==> src/rtl/alu_seq_pkg.sv <==
// Opcode values and FSM state encoding shared by the sequential ALU and its
// iterative multiplier.
package alu_seq_pkg;

  localparam int unsigned OP_ADD = 0;
  localparam int unsigned OP_SUB = 1;
  localparam int unsigned OP_AND = 2;
  localparam int unsigned OP_OR  = 3;
  localparam int unsigned OP_XOR = 4;
  localparam int unsigned OP_NOR = 5;
  localparam int unsigned OP_SRA = 6;
  localparam int unsigned OP_SRL = 7;
  localparam int unsigned OP_SLL = 8;
  localparam int unsigned OP_MUL = 9;

  typedef enum logic [1:0] {
    S_IDLE = 2'd0,
    S_EXEC = 2'd1,
    S_DONE = 2'd2
  } state_e;

endpackage

==> src/rtl/alu_mul_iter.sv <==
// Unsigned shift-add multiplier: one partial product per cycle, NB_DATA cycles
// from the i_start edge until the full product is held with o_done raised.
module alu_mul_iter
  import alu_seq_pkg::*;
#(
  parameter int NB_DATA = 16
) (
  input  logic                   i_clk,
  input  logic                   i_rst_n,
  input  logic                   i_start,
  input  logic [NB_DATA-1:0]     i_a,
  input  logic [NB_DATA-1:0]     i_b,
  output logic                   o_done,
  output logic [2*NB_DATA-1:0]   o_product
);

  localparam int CNT_W = $clog2(NB_DATA);

  logic                 busy_q;
  logic                 done_q;
  logic [CNT_W-1:0]     cnt_q;
  logic [NB_DATA-1:0]   mcand_q;
  logic [2*NB_DATA-1:0] prod_q;

  // Upper half accumulates the multiplicand when the current multiplier LSB is
  // set; the whole register then shifts right, carrying the add's carry-out in.
  function automatic logic [2*NB_DATA-1:0] mul_step(
    input logic [2*NB_DATA-1:0] prod,
    input logic [NB_DATA-1:0]   mcand
  );
    logic [NB_DATA:0] upper;
    upper = {1'b0, prod[2*NB_DATA-1:NB_DATA]} + (prod[0] ? {1'b0, mcand} : '0);
    return {upper, prod[NB_DATA-1:1]};
  endfunction

  // The first step is folded into the load so the product is complete on the
  // (NB_DATA-1)th edge after start and the parent can capture it on the next.
  always_ff @(posedge i_clk) begin
    if (!i_rst_n) begin
      busy_q  <= 1'b0;
      done_q  <= 1'b0;
      cnt_q   <= '0;
      mcand_q <= '0;
      prod_q  <= '0;
    end else begin
      done_q <= 1'b0;
      if (i_start) begin
        mcand_q <= i_a;
        prod_q  <= mul_step({{NB_DATA{1'b0}}, i_b}, i_a);
        cnt_q   <= CNT_W'(NB_DATA - 1);
        busy_q  <= 1'b1;
      end else if (busy_q) begin
        prod_q <= mul_step(prod_q, mcand_q);
        cnt_q  <= cnt_q - 1'b1;
        if (cnt_q == CNT_W'(1)) begin
          busy_q <= 1'b0;
          done_q <= 1'b1;
        end
      end
    end
  end

  assign o_done    = done_q;
  assign o_product = prod_q;

endmodule

==> src/rtl/alu_seq.sv <==
// Sequential ALU: operands and opcode loaded over a shared bus, launched with
// i_start, result and status flags held until the next o_valid pulse.
module alu_seq
  import alu_seq_pkg::*;
#(
  parameter int NB_DATA = 16,
  parameter int NB_OP   = 4
) (
  input  logic               i_clk,
  input  logic               i_rst_n,
  input  logic [NB_DATA-1:0] i_data,
  input  logic               i_load_a,
  input  logic               i_load_b,
  input  logic               i_load_op,
  input  logic               i_start,
  output logic               o_ready,
  output logic               o_valid,
  output logic [NB_DATA-1:0] o_result,
  output logic               o_zero,
  output logic               o_carry,
  output logic               o_overflow,
  output logic               o_err
);

  localparam int SHW = $clog2(NB_DATA);
  localparam int MSB = NB_DATA - 1;

  state_e               state_q;
  logic [NB_DATA-1:0]   a_q, b_q;
  logic [NB_OP-1:0]     op_q;
  logic [NB_DATA-1:0]   xa_q, xb_q;
  logic [NB_OP-1:0]     xop_q;
  logic                 ready_q, valid_q;
  logic [NB_DATA-1:0]   result_q;
  logic                 zero_q, carry_q, ovf_q, err_q;

  logic [NB_DATA-1:0]   result_d;
  logic                 zero_d, carry_d, ovf_d, err_d;
  logic [NB_DATA:0]     add_x, sub_x;
  logic signed [NB_DATA-1:0] xa_s;
  logic [SHW-1:0]       sh_amt;
  logic                 is_mul;
  logic                 mul_start;
  logic                 mul_done;
  logic [2*NB_DATA-1:0] mul_prod;

  // The multiplier samples the held (pre-load) operands on the launch edge.
  assign mul_start = (state_q == S_IDLE) && i_start && (op_q == NB_OP'(OP_MUL));

  alu_mul_iter #(
    .NB_DATA (NB_DATA)
  ) u_mul (
    .i_clk     (i_clk),
    .i_rst_n   (i_rst_n),
    .i_start   (mul_start),
    .i_a       (a_q),
    .i_b       (b_q),
    .o_done    (mul_done),
    .o_product (mul_prod)
  );

  assign add_x  = {1'b0, xa_q} + {1'b0, xb_q};
  assign sub_x  = {1'b0, xa_q} - {1'b0, xb_q};
  assign xa_s   = xa_q;
  assign sh_amt = xb_q[SHW-1:0];
  assign is_mul = (xop_q == NB_OP'(OP_MUL));

  always_comb begin
    result_d = '0;
    carry_d  = 1'b0;
    ovf_d    = 1'b0;
    err_d    = 1'b0;
    case (xop_q)
      NB_OP'(OP_ADD): begin
        result_d = add_x[NB_DATA-1:0];
        carry_d  = add_x[NB_DATA];
        ovf_d    = (xa_q[MSB] == xb_q[MSB]) && (add_x[MSB] != xa_q[MSB]);
      end
      NB_OP'(OP_SUB): begin
        result_d = sub_x[NB_DATA-1:0];
        carry_d  = ~sub_x[NB_DATA];
        ovf_d    = (xa_q[MSB] != xb_q[MSB]) && (sub_x[MSB] != xa_q[MSB]);
      end
      NB_OP'(OP_AND): result_d = xa_q & xb_q;
      NB_OP'(OP_OR):  result_d = xa_q | xb_q;
      NB_OP'(OP_XOR): result_d = xa_q ^ xb_q;
      NB_OP'(OP_NOR): result_d = ~(xa_q | xb_q);
      NB_OP'(OP_SRA): result_d = xa_s >>> sh_amt;
      NB_OP'(OP_SRL): result_d = xa_q >> sh_amt;
      NB_OP'(OP_SLL): result_d = xa_q << sh_amt;
      NB_OP'(OP_MUL): begin
        result_d = mul_prod[NB_DATA-1:0];
        ovf_d    = |mul_prod[2*NB_DATA-1:NB_DATA];
      end
      default:        err_d = 1'b1;
    endcase
  end

  assign zero_d = (result_d == '0);

  always_ff @(posedge i_clk) begin
    if (!i_rst_n) begin
      state_q  <= S_IDLE;
      a_q      <= '0;
      b_q      <= '0;
      op_q     <= '0;
      xa_q     <= '0;
      xb_q     <= '0;
      xop_q    <= '0;
      ready_q  <= 1'b1;
      valid_q  <= 1'b0;
      result_q <= '0;
      zero_q   <= 1'b0;
      carry_q  <= 1'b0;
      ovf_q    <= 1'b0;
      err_q    <= 1'b0;
    end else begin
      valid_q <= 1'b0;
      case (state_q)
        S_IDLE: begin
          if (i_load_a)  a_q  <= i_data;
          if (i_load_b)  b_q  <= i_data;
          if (i_load_op) op_q <= i_data[NB_OP-1:0];
          // Snapshot is taken from the pre-load values so a coincident load
          // only affects the following operation.
          if (i_start) begin
            xa_q    <= a_q;
            xb_q    <= b_q;
            xop_q   <= op_q;
            ready_q <= 1'b0;
            state_q <= S_EXEC;
          end
        end
        S_EXEC: begin
          if (!is_mul || mul_done) begin
            result_q <= result_d;
            zero_q   <= zero_d;
            carry_q  <= carry_d;
            ovf_q    <= ovf_d;
            err_q    <= err_d;
            valid_q  <= 1'b1;
            state_q  <= S_DONE;
          end
        end
        S_DONE: begin
          ready_q <= 1'b1;
          state_q <= S_IDLE;
        end
        default: begin
          ready_q <= 1'b1;
          state_q <= S_IDLE;
        end
      endcase
    end
  end

  assign o_ready    = ready_q;
  assign o_valid    = valid_q;
  assign o_result   = result_q;
  assign o_zero     = zero_q;
  assign o_carry    = carry_q;
  assign o_overflow = ovf_q;
  assign o_err      = err_q;

endmodule

==> config.mk <==
export PLATFORM = sky130hd
export DESIGN_NAME = alu_seq
export DESIGN_NICKNAME = d
export VERILOG_FILES = /design/src/rtl/alu_seq_pkg.sv /design/src/rtl/alu_mul_iter.sv /design/src/rtl/alu_seq.sv
export SDC_FILE = /design/constraint.sdc
export NUM_CORES = 1
export LEC_CHECK = 0
export BUFFER_PORTS_ARGS = -buffer_cell sky130_fd_sc_hd__buf_4
export CAP_MARGIN = 20
export CORE_AREA = 2 2 274 141
export CTS_CLUSTER_SIZE = 20
export DETAILED_ROUTE_END_ITERATION = 6
export DIE_AREA = 0 0 276 143
export PLACE_DENSITY = 0.45
export SLEW_MARGIN = 20
export SYNTH_ARGS = -nofsm -noshare
export SYNTH_HDL_FRONTEND = slang
export SYNTH_SLANG_ARGS = --single-unit
==> constraint.sdc <==
create_clock -name i_clk -period 3.3 [get_ports i_clk]
set_clock_uncertainty 0.2 [all_clocks]
set_input_delay 0 -clock i_clk [delete_from_list [all_inputs] [get_ports i_clk]]
set_output_delay 0 -clock i_clk [all_outputs]
set_load 0.005 [all_outputs]
## After elaboration in Yosys (flattened, before gate mapping)

Cells that the tools add are included.

| storage, ports and cells | value |
|---|---|
| word-level logic and storage cells | 93 |
| register bits after elaboration | 150 |
| output and inout port bits | 22 |

| cells by class | value |
|---|---|
| add/sub/neg operators | 4 |
| multiplexer cells | 20 |
| bitwise gates (word level) | 8 |
| shifts and indexed selects | 3 |
| equal/unequal tests | 18 |
| reductions and logical operators | 21 |

Operators by type and width:

| operator | number |
|---|---|
| 16-bit case mux with 10 select lines | 1 |
| 32-bit two-way mux | 2 |
| 16-bit two-way mux | 2 |
| 16-bit by 16-bit adder with 17-bit output | 1 |
| 16-bit by 17-bit adder with 17-bit output | 1 |
| 16-bit by 16-bit subtractor with 17-bit output | 1 |
| 16-bit AND | 1 |
| 4-bit by 3-bit == test with 1-bit output (second input constant) | 4 |
| 16-bit zero test | 1 |
| 16-bit inverter | 1 |
| 16-bit OR | 1 |
| 2-bit AND reduction | 8 |
| 16-bit OR reduction | 1 |
| 16-bit by 4-bit << shifter with 16-bit output | 1 |
| 16-bit by 4-bit >> shifter with 16-bit output | 1 |
| 16-bit by 4-bit >>> shifter with 16-bit output | 1 |
| 16-bit bitwise XOR | 1 |
| 4-bit == test (second input constant) | 3 |
| 10-bit OR reduction | 1 |
| 4-bit by 1-bit == test with 1-bit output (second input constant) | 2 |
| 4-bit by 2-bit == test with 1-bit output (second input constant) | 2 |
| 4-bit two-way mux | 2 |
| 1-bit two-way mux | 7 |
| 1-bit logical AND | 4 |
| 16 further kinds | 24 |

## Longest topological paths before layout

| logic depth | value |
|---|---|
| depth in word-level cells | 5 |
| depth in mapped cells | 14 |
| depth with buffers taken out | 13 |

## Modules after synthesis

Synthesis repeated with hierarchy kept, for this count alone.

| second synthesis, totals | value |
|---|---|
| cells, all modules | 1,465 |
| area, all modules | 11,352.1 um^2 |

By module, submodules not included:

| module | times used | cells an instance | area each (um^2) |
|---|---|---|---|
| alu_seq | 1 | 1,062 | 7,965.1 |
| alu_mul_iter | 1 | 403 | 3,387.0 |

## Worst setup path after synthesis

No wires, ideal clock.

| timing path | value |
|---|---|
| kind | register to register |
| start | reg xb_q[2] |
| end | reg zero_q, in the netlist o_zero |
| path slack | -0.262 ns |
| cell stages (with the launch flop) | 15 |
| data required time | 3.040 ns |
| buffers on the path | 3 |
| arrival | 3.302 ns |
| cells stage by stage | dfxtp_1 > inv_1 > buf_2 > buf_1 > ha_1 > clkbuf_1 > nand3b_1 > a21oi_1 > or2_2 > a221o_1 > a211o_1 > nor4_1 > nand4_1 > nor4b_2 > a41o_1 |

| on the way | value |
|---|---|
| cells in the longest elaborated chain, start to end | 4 |
| elaborated cells between the ends (all ways) | 11 |
| those cells by class | 2 x add/sub; 3 x shift; 1 x mux; 4 x bitwise; 1 x reduce/logical |

Ends and longest elaborated chain:

| item | RTL line | source |
|---|---|---|
| from (decl) | alu_seq.sv:31 | `logic [NB_DATA-1:0] xa_q, xb_q;` |
| from (signal assigned) | alu_seq.sv:128 | `xb_q <= b_q;` |
| parallel branches: the longest is 2 deep, another holds 16-bit by 16-bit subtractor with 17-bit output | -- |  |
| 16-bit case mux with 10 select lines (*) | alu_seq.sv:73 | `case (xop_q)` |
| 16-bit zero test (*) | alu_seq.sv:99 | `assign zero_d = (result_d == '0);` |
| to (signal assigned) | alu_seq.sv:137 | `zero_q <= zero_d;` |
| to (decl) | alu_seq.sv:35 | `logic zero_q, carry_q, ovf_q, err_q;` |

Every way passes the cells marked *.
A chain may end at the register's enable or synchronous reset.

## Worst setup path after layout

| timing path | value |
|---|---|
| start | reg xb_q[1] |
| end | reg zero_q, in the netlist o_zero |

Same word-level chain as after synthesis.

==> impl_metrics.prom <==
# TYPE chip_impl_metric gauge
chip_impl_metric{name="ys_async_sr_fraction",unit=""} 0
chip_impl_metric{name="max_cap_violations",unit=""} 0
chip_impl_metric{name="cts.clk_slew.worst_paths",unit="ns"} 0.08
chip_impl_metric{name="antenna_violations_before_repair",unit=""} 3
chip_impl_metric{name="die_w",unit="µm"} 276
chip_impl_metric{name="first_pass_iters",unit=""} 7
chip_impl_metric{name="fin_util",unit=""} 0.390
chip_impl_info{name="tritoncts",value="built"} 1
chip_impl_metric{name="netlist_area",unit="µm²"} 10900
chip_impl_metric{name="grt_pass1_vias",unit=""} 10621
chip_impl_metric{name="totalNegativeSetupSlack",unit="ns"} -0.0268
chip_impl_metric{name="synth-warning-count",unit=""} 0
chip_impl_metric{name="tightestPinTransition",unit="ns"} 0.958
chip_impl_metric{name="cts.sinks",unit=""} 150
chip_impl_metric{name="start_util",unit=""} 0.297
chip_impl_info{name="critical_path_endpoint_category",value="register"} 1
chip_impl_metric{name="core_region_area",unit="µm²"} 36900
chip_impl_metric{name="worst-r2r-cell-count",unit=""} 12
chip_impl_metric{name="leakagePower",unit="nW"} 5.68
chip_impl_metric{name="synth_nets",unit=""} 1481
chip_impl_info{name="violations_in_the_final_reports",value="design-rule violations, negative setup slack"} 1
chip_impl_metric{name="grt_max_degree",unit=""} 76
chip_impl_metric{name="max_clock_buf_depth",unit=""} 2
chip_impl_metric{name="area_growth",unit="%"} 31.6
chip_impl_info{name="run_status",value="finished with violations"} 1
chip_impl_metric{name="post-route-drc-count",unit=""} 8
chip_impl_metric{name="finish.cell_count_without_fillers",unit=""} 2092
chip_impl_metric{name="timing.final.setup_violations",unit=""} 1
chip_impl_metric{name="ir_worst_vdd",unit="mV"} 0.331
chip_impl_info{name="clk_root_buffer_cell",value="sky130_fd_sc_hd__clkbuf_16"} 1
chip_impl_metric{name="timing_max_transition_violations_final",unit=""} 0
chip_impl_metric{name="power.density",unit="nW/µm²"} 360
chip_impl_info{name="timing.setup.critical_path_class",value="reg2reg"} 1
chip_impl_metric{name="portBuffers",unit=""} 43
chip_impl_metric{name="yosys.cell_types.count",unit=""} 81
chip_impl_metric{name="synth-seq-cells",unit=""} 150
chip_impl_info{name="min_path_type",value="in2reg"} 1
chip_impl_metric{name="grt_overflow_total",unit=""} 0
chip_impl_info{name="rsz0062_at_grt",value="yes"} 1
chip_impl_metric{name="dr_total_vias",unit=""} 11614
chip_impl_info{name="dominant_cell_type_by_area_after_synthesis",value="sky130_fd_sc_hd__dfxtp_1"} 1
chip_impl_metric{name="dp_worst_setup_slack",unit="ns"} -0.217
chip_impl_metric{name="final_hpwl_from_detailed_placement",unit="mm"} 41.3
chip_impl_metric{name="ant_nets",unit=""} 0
chip_impl_metric{name="number_of_enable_flip_flop_cells_after_synthesis",unit=""} 0
chip_impl_metric{name="hold_path_cell_cnt",unit=""} 4
chip_impl_metric{name="finalHoldViolCount",unit=""} 0
chip_impl_metric{name="cp_max_fo",unit=""} 14
chip_impl_info{name="synthTopCellsByArea",value="sky130_fd_sc_hd__dfxtp_1, sky130_fd_sc_hd__ha_1, sky130_fd_sc_hd__nand2_1"} 1
chip_impl_metric{name="boundaryPins",unit=""} 44
chip_impl_metric{name="rows",unit=""} 50
chip_impl_metric{name="routed_wirelength",unit="mm"} 51.3
chip_impl_metric{name="period_share",unit=""} 1.01
chip_impl_metric{name="cts_htree_levels",unit=""} 4
chip_impl_metric{name="fmax",unit="MHz"} 301
chip_impl_info{name="synth.most_common_cell",value="sky130_fd_sc_hd__nand2_1"} 1
chip_impl_metric{name="num-nets-final",unit=""} 1679
chip_impl_metric{name="worst_path_largest_cell_delay",unit="ns"} 0.38
chip_impl_metric{name="wire_per_inst",unit="µm"} 24.5
chip_impl_metric{name="critical_path_arrival",unit="ns"} 3.53
chip_impl_metric{name="layout_cells_sized_above_1",unit=""} 0.262
chip_impl_metric{name="globalRouteTotalUtil",unit=""} 0.261
chip_impl_info{name="synth.top_cells.by_count",value="sky130_fd_sc_hd__nand2_1, sky130_fd_sc_hd__dfxtp_1, sky130_fd_sc_hd__a21oi_1"} 1
chip_impl_metric{name="synth_top_cell_area_share",unit=""} 0.274
chip_impl_metric{name="synth_area_per_cell",unit="µm²"} 7.90
chip_impl_metric{name="clock_insertion_delay_worst_skew",unit="ns"} 0.45
chip_impl_metric{name="dr.first_iter.drc_count",unit=""} 1339
chip_impl_metric{name="gpl.final_weighted_congestion",unit=""} 0.960
chip_impl_metric{name="crit_required",unit="ns"} 3.50
chip_impl_metric{name="dieHeight",unit="µm"} 143
chip_impl_info{name="timing.critical_path.cells",value="buf_4, buf_8, mux2_2, a21oi_1, o21ai_0, o2bb2ai_1, or2_2, a221oi_2, buf_4, nand4_1, nor4b_4, a41o_1"} 1
chip_impl_info{name="worst_path_most_repeated_cell",value="sky130_fd_sc_hd__buf_4"} 1
chip_impl_metric{name="wire_length_of_the_first_global_routing_pass",unit="mm"} 74.7
chip_impl_metric{name="viasPerCell",unit=""} 5.55
chip_impl_info{name="cp_slowest_cell",value="sky130_fd_sc_hd__or2_2"} 1
chip_impl_metric{name="remaining_max_slew_budget_at_the_tightest_pin",unit=""} 0.360
chip_impl_info{name="startpoint_type",value="register"} 1
chip_impl_metric{name="timing.final.crit_period",unit="ns"} 3.33
chip_impl_metric{name="synth-seq-area-share",unit=""} 0.274
chip_impl_metric{name="post_synthesis_cell_count",unit=""} 1386
chip_impl_metric{name="cts_made_buffers",unit=""} 17
chip_impl_info{name="ys.flop_type",value="sky130_fd_sc_hd__dfxtp_1"} 1
chip_impl_metric{name="setup_ws",unit="ns"} -0.0268
chip_impl_metric{name="die_footprint",unit="µm²"} 39500
chip_impl_metric{name="placed_cells",unit=""} 2024
-- final timing paths --
kind / endpoint / slack [ns] / from
hold reg to reg: u_mul.mcand_q[12] / 0.25 / u_mul.mcand_q[12]
hold / removal: b_q[14] / 0.09 / i_load_b
setup reg to reg: o_zero / -0.03 / xb_q[1]
setup / recovery: o_zero / -0.03 / xb_q[1]
-- metrics by stage --
step / total power [mW] / hold slack (ns) / area, µm²
3_3_place_gp: 2.93 / 0.0631 / 13200
5_1_grt: 5.39 / 0.121 / 14400
6_report: 5.19 / 0.0917 / 14400
2_1_floorplan: 2.44 / -0.0640 / 11000
4_1_cts: 5.17 / 0.0783 / 14100
3_5_place_dp: 2.93 / 0.0703 / 13200
-- worst max-delay path, delay by kind of cell, from the launching register on --
family	cells	cell delay [ns]
simple gates	3	0.81
flops	1	0.34
mux	1	0.36
buf+inv	3	0.58
compound gates	5	1.00
-- layout make-up --
type                            instances  area, µm²
Antenna cell                            1       2.50
Clock buffer                           19        443
Clock inverter                         13        195
Fill cell                            3824      22500
Inverter                               63        240
Multi-Input combinational cell       1058       7490
Sequential cell                       150       3010
Tap cell                              494        618
Timing Repair Buffer                  294       2410
-- layout by cell type (no fill, tap or decap), drive strengths merged, types with 8 or more instances in the layout --
master,n
buf,275
nand2,227
dfxtp,150
a21oi,149
nor2,103
ha,70
inv,66
o21ai,43
mux2i,43
a211oi,39
mux4,33
a31oi,26
and2,23
nor3,23
nand3,22
dlygate4sd3,19
clkbuf,19
nor2b,18
xnor2,15
o211ai,14
or3,13
nor4,11
a21o,10
o22ai,10
a22oi,8
nand2b,8
-- metal layers --
metal  part of all wire  track usage
met1               0.55        0.444
met2               0.33        0.300
met3               0.12       0.0839
met4             0.0037       0.0265
met5                  0            0
-- state kept, by name, indices dropped and copies added, names as in the netlist, 16 cells and up --
signal	flops
a_q	16
b_q	16
o_result	16
u_mul.mcand_q	16
u_mul.o_product	32
xa_q	16
xb_q	16
-- where the power goes --
group / switching, mW / total [mW] / internal [mW]
registers: 0.0649 / 1.94 / 1.87
clock network: 0.895 / 2.19 / 1.30
logic: 0.610 / 1.06 / 0.446
total: 1.57 / 5.19 / 3.62
-- logic make-up after synthesis --
group,Yosys count,share of synthesized area
XOR/XNOR,19,0.0152
AND/OR/NAND/NOR,493,0.208
adder cells (fa/ha/maj),73,0.0855
AO/OA/AOI/OAI,390,0.234
multiplexers,83,0.117
flip-flops,150,0.274
buffers and inverters,178,0.0664
-- timing repair --
item / CTS / global route
cloned: 0 / 0
pin swaps: 3 / 18
hold buffers: 19 / 0
gates resized for setup: 19 / 49
setup endpoints to repair: 3 / 12
buffers inserted: 5 / 11
endpoints found under the hold margin: 48 / 0
(Power assumes the default switching activity.)
